<file path="config.mk">
export PLATFORM = sky130hd
export DESIGN_NAME = serial_tx_arbiter
export DESIGN_NICKNAME = d
export VERILOG_FILES = /design/src/rtl/serial_tx_arbiter.sv
export SDC_FILE = /design/constraint.sdc
export NUM_CORES = 1
export LEC_CHECK = 0
export CORE_ASPECT_RATIO = 0.9
export CORE_MARGIN = 2
export CORE_UTILIZATION = 50
export DETAILED_ROUTE_END_ITERATION = 10
export GPL_TIMING_DRIVEN = 0
export MAX_ROUTING_LAYER = met4
export PLACE_DENSITY = 0.72
export SLEW_MARGIN = 20
export SYNTH_ARGS = -nofsm -noshare
export SYNTH_HDL_FRONTEND = slang
export SYNTH_SLANG_ARGS = --single-unit
</file>
<file path="constraint.sdc">
create_clock -name clk -period 4.01 [get_ports clk]
set_input_delay 0.802 -clock clk [delete_from_list [all_inputs] [get_ports clk]]
set_output_delay 0.802 -clock clk [all_outputs]
set_load 0.05 [all_outputs]
</file>
<file path="src/rtl/serial_tx_arbiter.sv">
// Round-robin arbiter sharing one bit-serial lane among NREQ word producers.
// Each granted word is sent LSB-first, framed by sof/eos, and followed by GAP idle cycles.
module serial_tx_arbiter #(
  parameter int BITS = 6,
  parameter int NREQ = 4,
  parameter int IDW  = 2,
  parameter int GAP  = 1
) (
  input  logic                 clk,
  input  logic                 rst,
  input  logic                 en,
  input  logic [NREQ-1:0]      req,
  input  logic [NREQ*BITS-1:0] data,
  output logic [NREQ-1:0]      ack,
  output logic [IDW-1:0]       gnt_id,
  output logic                 busy,
  output logic                 sof,
  output logic                 q,
  output logic                 eos
);

  localparam int CW = (BITS > 1) ? $clog2(BITS) : 1;
  localparam int GW = 4;
  localparam logic [CW-1:0] LAST_BIT = CW'(BITS - 1);
  localparam logic [GW-1:0] LAST_GAP = GW'((GAP > 0) ? GAP - 1 : 0);

  typedef enum logic [1:0] {ST_IDLE, ST_SHIFT, ST_GAP} state_t;

  state_t            state_q, state_d;
  logic [CW-1:0]     count_q, count_d, cnt_inc;
  logic [GW-1:0]     gap_q, gap_d;
  logic [IDW-1:0]    ptr_q, ptr_d;
  logic [BITS-1:0]   word_q, word_d;
  logic [NREQ-1:0]   ack_q, ack_d;
  logic [IDW-1:0]    gnt_q, gnt_d;
  logic              busy_q, busy_d;
  logic              sof_q, sof_d;
  logic              q_q, q_d;
  logic              eos_q, eos_d;

  logic [IDW-1:0]    win_id;
  logic [BITS-1:0]   win_word;

  assign cnt_inc = count_q + CW'(1);

  // Scan from the farthest offset down so the nearest requester after ptr wins.
  always_comb begin
    win_id   = '0;
    win_word = '0;
    for (int i = NREQ; i >= 1; i--) begin
      if (req[(int'(ptr_q) + i) % NREQ]) begin
        win_id   = IDW'((int'(ptr_q) + i) % NREQ);
        win_word = data[((int'(ptr_q) + i) % NREQ) * BITS +: BITS];
      end
    end
  end

  always_comb begin
    // NOTE: every signal gets a default first so no path leaves one unassigned (no latches).
    state_d = state_q;
    count_d = count_q;
    gap_d   = gap_q;
    ptr_d   = ptr_q;
    word_d  = word_q;
    ack_d   = '0;
    gnt_d   = gnt_q;
    busy_d  = busy_q;
    sof_d   = 1'b0;
    q_d     = q_q;
    eos_d   = eos_q;

    if (en) begin
      unique case (state_q)
        ST_IDLE: begin
          q_d    = 1'b0;
          busy_d = 1'b0;
          eos_d  = 1'b0;
          if (|req) begin
            word_d  = win_word;
            ptr_d   = win_id;
            gnt_d   = win_id;
            ack_d   = NREQ'(1) << win_id;
            busy_d  = 1'b1;
            sof_d   = 1'b1;
            q_d     = win_word[0];
            count_d = '0;
            state_d = ST_SHIFT;
          end
        end
        ST_SHIFT: begin
          if (count_q == LAST_BIT) begin
            count_d = '0;
            q_d     = 1'b0;
            eos_d   = 1'b0;
            gap_d   = '0;
            if (GAP > 0) begin
              state_d = ST_GAP;
              busy_d  = 1'b1;
            end else begin
              state_d = ST_IDLE;
              busy_d  = 1'b0;
            end
          end else begin
            count_d = cnt_inc;
            q_d     = word_q[cnt_inc];
            eos_d   = (cnt_inc == LAST_BIT);
          end
        end
        ST_GAP: begin
          q_d    = 1'b0;
          eos_d  = 1'b0;
          busy_d = 1'b1;
          if (gap_q == LAST_GAP) begin
            gap_d   = '0;
            busy_d  = 1'b0;
            state_d = ST_IDLE;
          end else begin
            gap_d = gap_q + GW'(1);
          end
        end
        default: state_d = ST_IDLE;
      endcase
    end
  end

  // NOTE: sequential state uses non-blocking assignments so all flops update together.
  always_ff @(posedge clk) begin
    if (!rst) begin
      state_q <= ST_IDLE;
      count_q <= '0;
      gap_q   <= '0;
      ptr_q   <= IDW'(NREQ - 1);
      ack_q   <= '0;
      gnt_q   <= '0;
      busy_q  <= 1'b0;
      sof_q   <= 1'b0;
      q_q     <= 1'b0;
      eos_q   <= 1'b0;
    end else begin
      state_q <= state_d;
      count_q <= count_d;
      gap_q   <= gap_d;
      ptr_q   <= ptr_d;
      ack_q   <= ack_d;
      gnt_q   <= gnt_d;
      busy_q  <= busy_d;
      sof_q   <= sof_d;
      q_q     <= q_d;
      eos_q   <= eos_d;
    end
  end

  // NOTE: the word register is pure datapath, always loaded before use, so it has no reset.
  always_ff @(posedge clk) begin
    word_q <= word_d;
  end

  assign ack    = ack_q;
  assign gnt_id = gnt_q;
  assign busy   = busy_q;
  assign sof    = sof_q;
  assign q      = q_q;
  assign eos    = eos_q;

endmodule

</file>
Word-level counts from Yosys, hierarchy flattened
Index checks and enable logic that the tools add are counted.
{"block": "totals", "regBits": 27, "input_bits": 31, "out_inout_bits": 10}
{"block": "classes", "addsub": 6, "n_mul": 4, "n_lt_le_gt_ge": 5, "n_eq_ne": 7, "shift": 5, "mux": 41, "bitwise_logic": 4, "n_reduce_logical": 21}
{"operator": "indexed part select 24 x 7 -> 6 bit", "n": 4}
{"operator": "multiplier 3 x 3 -> 6 bit, second input constant", "n": 4}
{"operator": "two-way mux 6 bit", "n": 4}
{"operator": "less-than comparator 3 x 4 -> 1 bit, second input constant", "n": 5}
{"operator": "two-way mux 1 bit", "n": 15}
{"operator": "AND reduction 3 bit", "n": 5}
{"operator": "two-way mux 2 bit", "n": 7}
{"operator": "OR reduction 2 bit", "n": 5}
{"operator": "binary-select mux 1 bit (select 2 bit)", "n": 4}
{"operator": "two-way mux 4 bit", "n": 2}
{"operator": "case mux 4 bit (2 select lines)", "n": 1}
{"operator": "AND reduction 4 bit", "n": 2}
{"operator": "equality test 3 bit, second input constant", "n": 2}
{"operator": "two-way mux 3 bit", "n": 2}
{"operator": "inequality test 2 bit, second input constant", "n": 3}
{"operator": "case mux 1 bit (3 select lines)", "n": 2}
{"operator": "case mux 2 bit (3 select lines)", "n": 1}
{"operator": "case mux 3 bit (2 select lines)", "n": 1}
{"operator": "nonzero test 2 bit", "n": 3}
{"operator": "adder 2 x 1 -> 2 bit, second input constant", "n": 2}
{"operator": "adder 2 bit, second input constant", "n": 2}
{"operator": "adder 4 x 1 -> 4 bit, second input constant", "n": 1}
{"operator": "bitwise AND 1 bit, first input constant", "n": 4}
{"operator": "logical NOT 4 bit", "n": 1}
{"operator": "other kinds (10)", "n": 11}

Logic depth before layout (Yosys ltp)
Gate-level depths: netlist of run 1.
{"block": "depth", "depth_word": 12, "mapped_depth": 14, "ltp_nobuf": 7}

Least setup slack after synthesis of run 1
No wires, ideal clock.
{"block": "synth_path", "path_kind": "register to register", "from": "register ptr_q[0]", "to": "register word_q[0], data pin", "setup_time_ns": 0.261, "t_arrival_ns": 2.653, "t_required_ns": 3.749, "slack_ns": 1.096, "stages_incl_launch_ff": 14, "synth_period_minus_slack_ns": 2.914, "cell_sequence": "dfxtp_1 > buf_6 > inv_1 > buf_6 > buf_2 > ha_1 > buf_6 > buf_12 > buf_12 > mux4_2 > a22oi_1 > o211ai_1 > a311oi_1 > nor2_1"}
{"block": "synth_via", "elab_chain_cells": 9}
{"item": "from (decl)", "line_no": "32", "rtl": "logic [IDW-1:0] ptr_q, ptr_d;"}
{"item": "from (signal assigned)", "line_no": "132", "rtl": "ptr_q <= IDW'(NREQ - 1);"}
{"item": "from (signal assigned)", "line_no": "143", "rtl": "ptr_q <= ptr_d;"}
{"item": "adder 2 x 1 -> 2 bit", "line_no": "51, 53"}
{"item": "OR reduction 2 bit (no source line)"}
{"item": "bitwise AND 1 bit (no source line)"}
{"item": "multiplier 3 x 3 -> 6 bit", "line_no": "53", "rtl": "win_word = data[((int'(ptr_q) + i) % NREQ) * BITS +: BITS];"}
{"item": "indexed part select 24 x 7 -> 6 bit", "line_no": "53"}
{"item": "two-way mux 6 bit (3 in series)", "line_no": "51", "rtl": "if (req[(int'(ptr_q) + i) % NREQ]) begin"}
{"item": "two-way mux 6 bit *", "line_no": "51"}
{"item": "named net win_word[0]", "line_no": "42", "rtl": "logic [BITS-1:0] win_word;"}
{"item": "to (signal assigned)", "line_no": "155", "rtl": "word_q <= word_d;"}
{"item": "to (decl)", "line_no": "33", "rtl": "logic [BITS-1:0] word_q, word_d;"}
Mark *: on every way through the listed nets, which the timed path passes. The rest lies on a longest branch. The select of a mux whose other input is x is not followed.
A chain may end at the register's enable or synchronous reset.

Worst setup path in the final report of run 1
{"block": "layout_path", "from": "register ptr_q[0]", "to": "register word_q[5], data pin"}
Same word-level chain as after synthesis.

==> results of run 1 <==
[cells in the mapped netlist (all sizes together) (2+ instances only)]
| cell type | instances |
|---|---|
| and2 | 7 |
| o221ai | 2 |
| nor3 | 4 |
| nand2b | 6 |
| o31ai | 6 |
| or3 | 4 |
| nand4 | 2 |
| nand3b | 2 |
| a211o | 2 |
| o22ai | 12 |
| dfxtp | 21 |
| ha | 14 |
| a31oi | 4 |
| buf | 18 |
| nor2 | 22 |
| a2bb2oi | 3 |
| a221o | 3 |
| mux4 | 29 |
| or2 | 2 |
| mux2 | 15 |
| a32oi | 3 |
| o41ai | 2 |
| inv | 17 |
| a22oi | 8 |
| o2111ai | 2 |
| a21oi | 18 |
| clkbuf | 11 |
| nand2 | 28 |
| edfxtp | 6 |
| a21boi | 9 |
| nor2b | 9 |
| a41oi | 3 |
| and3 | 4 |
| nand3 | 6 |
| mux2i | 44 |
| o211ai | 5 |
| nor4 | 2 |
| a21o | 3 |
| o21ai | 16 |
[cell type report]
type,count,share of cell area
tap,93,0.0278
sequential,27,0.143
timing repair buffer,38,0.0908
inverter,17,0.0152
clock inverter,1,0.00149
buffer,29,0.0529
clock buffer,3,0.00986
multi-input combinational,314,0.658
[where the power goes]
part,total [mW],internal [mW],leakage (nW),switching (mW)
Clock,0.155,0.0710,0.0260,0.0837
Sequential,0.338,0.320,0.228,0.0183
Combinational,1.20,0.541,1.31,0.659
Total,1.69,0.932,1.56,0.760
[final timing paths]
| path | start | to | depth (start not counted) |
|---|---|---|---|
| hold reg to reg | gnt_id[1]$_SDFFE_PN0P_ | gnt_id[1]$_SDFFE_PN0P_ | 2 |
| hold / removal | gnt_id[1]$_SDFFE_PN0P_ | gnt_id[1]$_SDFFE_PN0P_ | 2 |
| setup reg to reg | ptr_q[0]$_SDFFE_PN1P_ | word_q[5]$_DFFE_PP_ | 13 |
| setup / recovery | ptr_q[0]$_SDFFE_PN1P_ | word_q[5]$_DFFE_PP_ | 13 |
[through the flow]
step	hold slack, ps	cells	utilization	total power [mW]	cell area, um2
3_3_place_gp	450	518	0.588	1.50	4140
5_1_grt	509	522	0.595	1.78	4190
6_report	478	522	0.595	1.69	4190
2_1_floorplan	464	387	-	1.22	3640
3_5_place_dp	467	518	0.588	1.50	4140
4_1_cts	480	522	0.595	1.66	4190
[critical path: stages, from the launching register on]
cell     delay (ps)
dfxtp_1         490
buf_6           220
inv_1           180
buf_6           200
buf_2           220
ha_1            330
buf_6           170
buf_12          160
buf_12          140
buf_2           240
mux2i_1         220
nor3_1           60
o41ai_1         580
a41oi_1         200
[state kept, by name, indices dropped and copies added (netlist names)]
name / cells
ack: 4
word_q: 6
q: 1
ptr_q: 2
count_q: 3
eos: 1
busy: 1
state_q: 2
gap_q: 4
gnt_id: 2
sof: 1
[per-layer routing]
metal  vias up  wire length, um  global-route usage
li1       1596                -                   -
met1      1717             4870               0.427
met2       245             5090               0.447
met3        34             1330              0.0719
met4         0              333              0.0843
met5         -                0                   -
[placed cells by master, fill, tap and decap left out, drive strengths merged, types with 14 or more instances in the layout]
| cell type | count |
|---|---|
| a21oi | 18 |
| buf | 18 |
| clkbuf | 14 |
| clkdlybuf4s50 | 38 |
| dfxtp | 21 |
| ha | 14 |
| inv | 18 |
| mux2 | 15 |
| mux2i | 44 |
| mux4 | 29 |
| nand2 | 28 |
| nor2 | 22 |
| o21ai | 16 |
[kinds of logic after synthesis]
group	after synthesis	synth area share
adder cells (fa/ha/maj)	14	0.0481
multiplexers	88	0.348
XOR/XNOR	1	0.00240
AND/OR/NAND/NOR	103	0.148
flip-flops	27	0.165
buffers and inverters	46	0.0783
AO/OA/AOI/OAI	108	0.211
==> metrics.yaml, run 1 <==
grt_pass1_vias: 3428
final-seq-area_um2: 601
routedWlPerCell_um: 22.3
cts-resized-gates: 0
drt_first_iter_violations: 429
n_fill_cell: 616
fmax_mhz: 269
worstMarginPinSlew_ps: 708
slew_violations: 0
post-route-min-period_ps: 3720
ios: 41
root_buffer: "clkbuf_8"
syn_area_per_cell_um2: 9.41
postCtsSetupBuffers: 0
ys_warn_count: 0
synth_area_um2: 3640
multi_input_area_um2: 2760
hold_violations: 0
grt_pass1_wl_um: 18600
rsz0062_at_grt: "false"
hp-class: "flop to flop"
synth_top_area_share: 0.173
final.setup.tns_ps: 0
p_per_area_nw_per_um2: 404
rows: 29
final_nets: 475
antenna_found_initial: 0
synth_top_flop_cell: "dfxtp_1"
outcome: "finished clean"
dp_hpwl_um: 8650
overflow: 0
crit_type: "flop to flop"
leakagePower_nw: 1.56
vias_per_cell: 6.88
drv_cap: 0
yosys-top-cells-area: "mux4_2, mux2i_1, dfxtp_1"
drc_errors: 0
syn2layout_area_growth_pct: 14.9
path_max_fanout: 12
synth_seq_area_share: 0.165
clockBufferDepth: 2
clock_latency_ps: 270
routed_wl_um: 11600
h-tree-depth: 1
crit_required_ps: 3990
worstPathArrival_ps: 3700
die_w_um: 94.0
grt_usage: 0.306
ir_worst_vdd_mv: 0.246
antenna_cells: 0
synth-edff-count: 6
ant_nets: 0
setup_violations: 0
worst_slack_ps: 289
fin_crit_sh: 0.928
reg2reg_slack_ps: 290
ys_async_sr_fraction: 0
start_kind: "flop"
die-height_um: 85.0
fin_skew_ps: 14.5
firstDrtPassIters: 6
cp-end-kind: "flop"
io_buffers: 38
start_util: 0.518
path_clk_slew_ps: 100
clock_sinks: 27
slew_headroom: 0.524
gp_congestion: 1.04
cts_buffers: 3
grt_max_degree: 17
dieArea_um2: 7990
ys_ff_latch: 27
drive_gt1_frac: 0.179
synth_nets: 432
yosysTopAreaCell: "mux4_2"
cts_tree: "yes"
hold_buffers: 0
synth_cell_types: 66
syn_inst: 387
num_vias: 3592
post-place-ws_ps: 455
coreArea_um2: 7040
Power figures use the tool's default switching activity.
==> inputs of run 2 (changes only) <==
Settings changed: MAX_ROUTING_LAYER met4 to unset.
==> run 2 against run 1 <==
Compared with the run above: maximum frequency decreased by 0.60%; clock skew decreased by 11 ps; setup slack got worse by 22 ps; sequential share of layout area about the same; die area is the same; worst hold slack got worse by 12 ps; utilization about the same; combinational power barely moved; global-route usage is 1.5 points lower; critical path type unchanged; largest power group unchanged.
==> metrics.yaml, run 2 (synthesis gave the netlist of run 1 again) <==
grtUsageMet1: 0.410  # -0.0163
io_buffers: 38  # unchanged
overflow: 0  # unchanged
gp_congestion: 1.01  # -2.5%
cts_buffers: 3  # unchanged
postCtsSetupBuffers: 0  # unchanged
grt_pass1_wl_um: 18300  # -1.4%
clock_sinks: 27  # unchanged
worstPathArrival_ps: 3710  # about the same
leakagePower_nw: 1.56  # about the same
start_util: 0.518  # unchanged
fin_hold_ws_ps: 466  # -12.2 ps
start_kind: "flop"
drv_cap: 0  # unchanged
final_core_util: 0.595  # about the same
grt_pass1_vias: 3432  # +0.12%
use_met2: 0.432  # -0.0149
final-seq-area_um2: 601  # unchanged
p_per_area_nw_per_um2: 405  # +0.21%
final.setup.tns_ps: 0  # unchanged
crit_required_ps: 3970  # -20 ps
coreArea_um2: 7040  # unchanged
hp-class: "flop to flop"
dp_hpwl_um: 8560  # -1.1%
drc_errors: 0  # unchanged
crit_type: "flop to flop"
cp-end-kind: "flop"
path_max_fanout: 12  # unchanged
syn2layout_area_growth_pct: 14.9  # about the same
ant_nets: 0  # unchanged
num_vias: 3655  # +1.8%
clock_latency_ps: 270  # about the same
drt_first_iter_violations: 533  # +24%
multi_input_area_um2: 2760  # unchanged
die_w_um: 94.0  # unchanged
outcome: "finished clean"
cp-startpoint: "ptr_q[0]$_SDFFE_PN1P_"
cts-resized-gates: 0  # unchanged
routedWlPerCell_um: 22.2  # -0.48%
clockBufferDepth: 2  # unchanged
hold_violations: 0  # unchanged
ios: 41  # unchanged
timing.rr.start: "ptr_q[0]$_SDFFE_PN1P_"
antenna_cells: 0  # unchanged
vias_per_cell: 7.00  # +1.8%
worstMarginPinSlew_ps: 676  # -32.3 ps
hold_buffers: 0  # unchanged
drive_gt1_frac: 0.179  # unchanged
rsz0062_at_grt: "false"
final_cell_mix: "mux2i_1, clkdlybuf4s50_1, nand2_1, mux4_2"
largest_reg_flops: 6  # unchanged
n_fill_cell: 627  # +1.8%
hold_start: "gnt_id[1]$_SDFFE_PN0P_"
setup_violations: 0  # unchanged
antenna_found_initial: 0  # unchanged
final_nets: 475  # unchanged
dieArea_um2: 7990  # unchanged
regMostFlops: "word_q"
root_buffer: "clkbuf_8"
cts_tree: "yes"
rows: 29  # unchanged
slew_headroom: 0.546  # +0.0217
grt_max_degree: 16  # -1
routed_wl_um: 11600  # -0.48%
grt_usage: 0.291  # -0.0150
path_clk_slew_ps: 90  # about the same
gr-usage-met3: 0.0613  # -0.0107
fin_skew_ps: 3.68  # -10.8 ps
firstDrtPassIters: 6  # unchanged
grt.busiest_layer: "met2"
die-height_um: 85.0  # unchanged
fin_crit_sh: 0.934  # +0.00560
fmax_mhz: 267  # -0.60%
h-tree-depth: 1  # unchanged
post-route-min-period_ps: 3740  # +22.4 ps
final_common_cell: "mux2i_1"
slew_violations: 0  # unchanged
ir_worst_vdd_mv: 0.369  # +50%
## run 2: changes by cell type in the layout (fill, tap and decap cells not counted), sizes merged
cell,previous run,this run
inv,18,17
clkinv,0,1
## run 2: area by class of cell
type	count	area share
flip-flops and latches	27	0.143
multi-input cells	314	0.659
clock buffers	3	0.00986
inverters	17	0.0152
clock inverters	1	0.00120
well taps	93	0.0278
plain buffers	29	0.0529
repair buffers	38	0.0909
## run 2: path summary, 6_finish.rpt
check / slack, ps / depth (start not counted) / to
worst max-delay path: 270 / 13 / word_q[5]$_DFFE_PP_
worst max register to register: 270 / 13 / word_q[5]$_DFFE_PP_
worst min register to register: 470 / 2 / gnt_id[1]$_SDFFE_PN0P_
worst min-delay path: 470 / 2 / gnt_id[1]$_SDFFE_PN0P_
## run 2: worst max-delay path: stages (launching register included)
cell and delay, ps:
dfxtp_1 490, buf_6 230, inv_1 180, buf_6 210
buf_2 220, ha_1 330, buf_6 170, buf_12 160
buf_12 140, buf_2 250, mux2i_1 220, nor3_1 60
o41ai_1 480, a41oi_1 270
## run 2: through the flow
stage | instance area [um2] | total power [mW] | setup WS, ps | std cells
2_1_floorplan | 3640 | 1.22 | 1100 | 387
3_3_place_gp | 4140 | 1.50 | 493 | 518
3_5_place_dp | 4140 | 1.50 | 528 | 518
4_1_cts | 4190 | 1.66 | 489 | 522
5_1_grt | 4190 | 1.78 | 277 | 522
6_report | 4190 | 1.70 | 266 | 522
## run 2: power breakdown
group | switching [mW] | internal, mW | total (mW)
combinational | 0.663 | 0.541 | 1.20
clock | 0.0834 | 0.0695 | 0.153
sequential | 0.0190 | 0.320 | 0.339
total | 0.765 | 0.930 | 1.70
## run 2: per-layer routing
layer	up-vias	share of wire
met5	-	0
met4	0	0.035
met3	46	0.13
met2	313	0.44
met1	1701	0.39
li1	1595	-
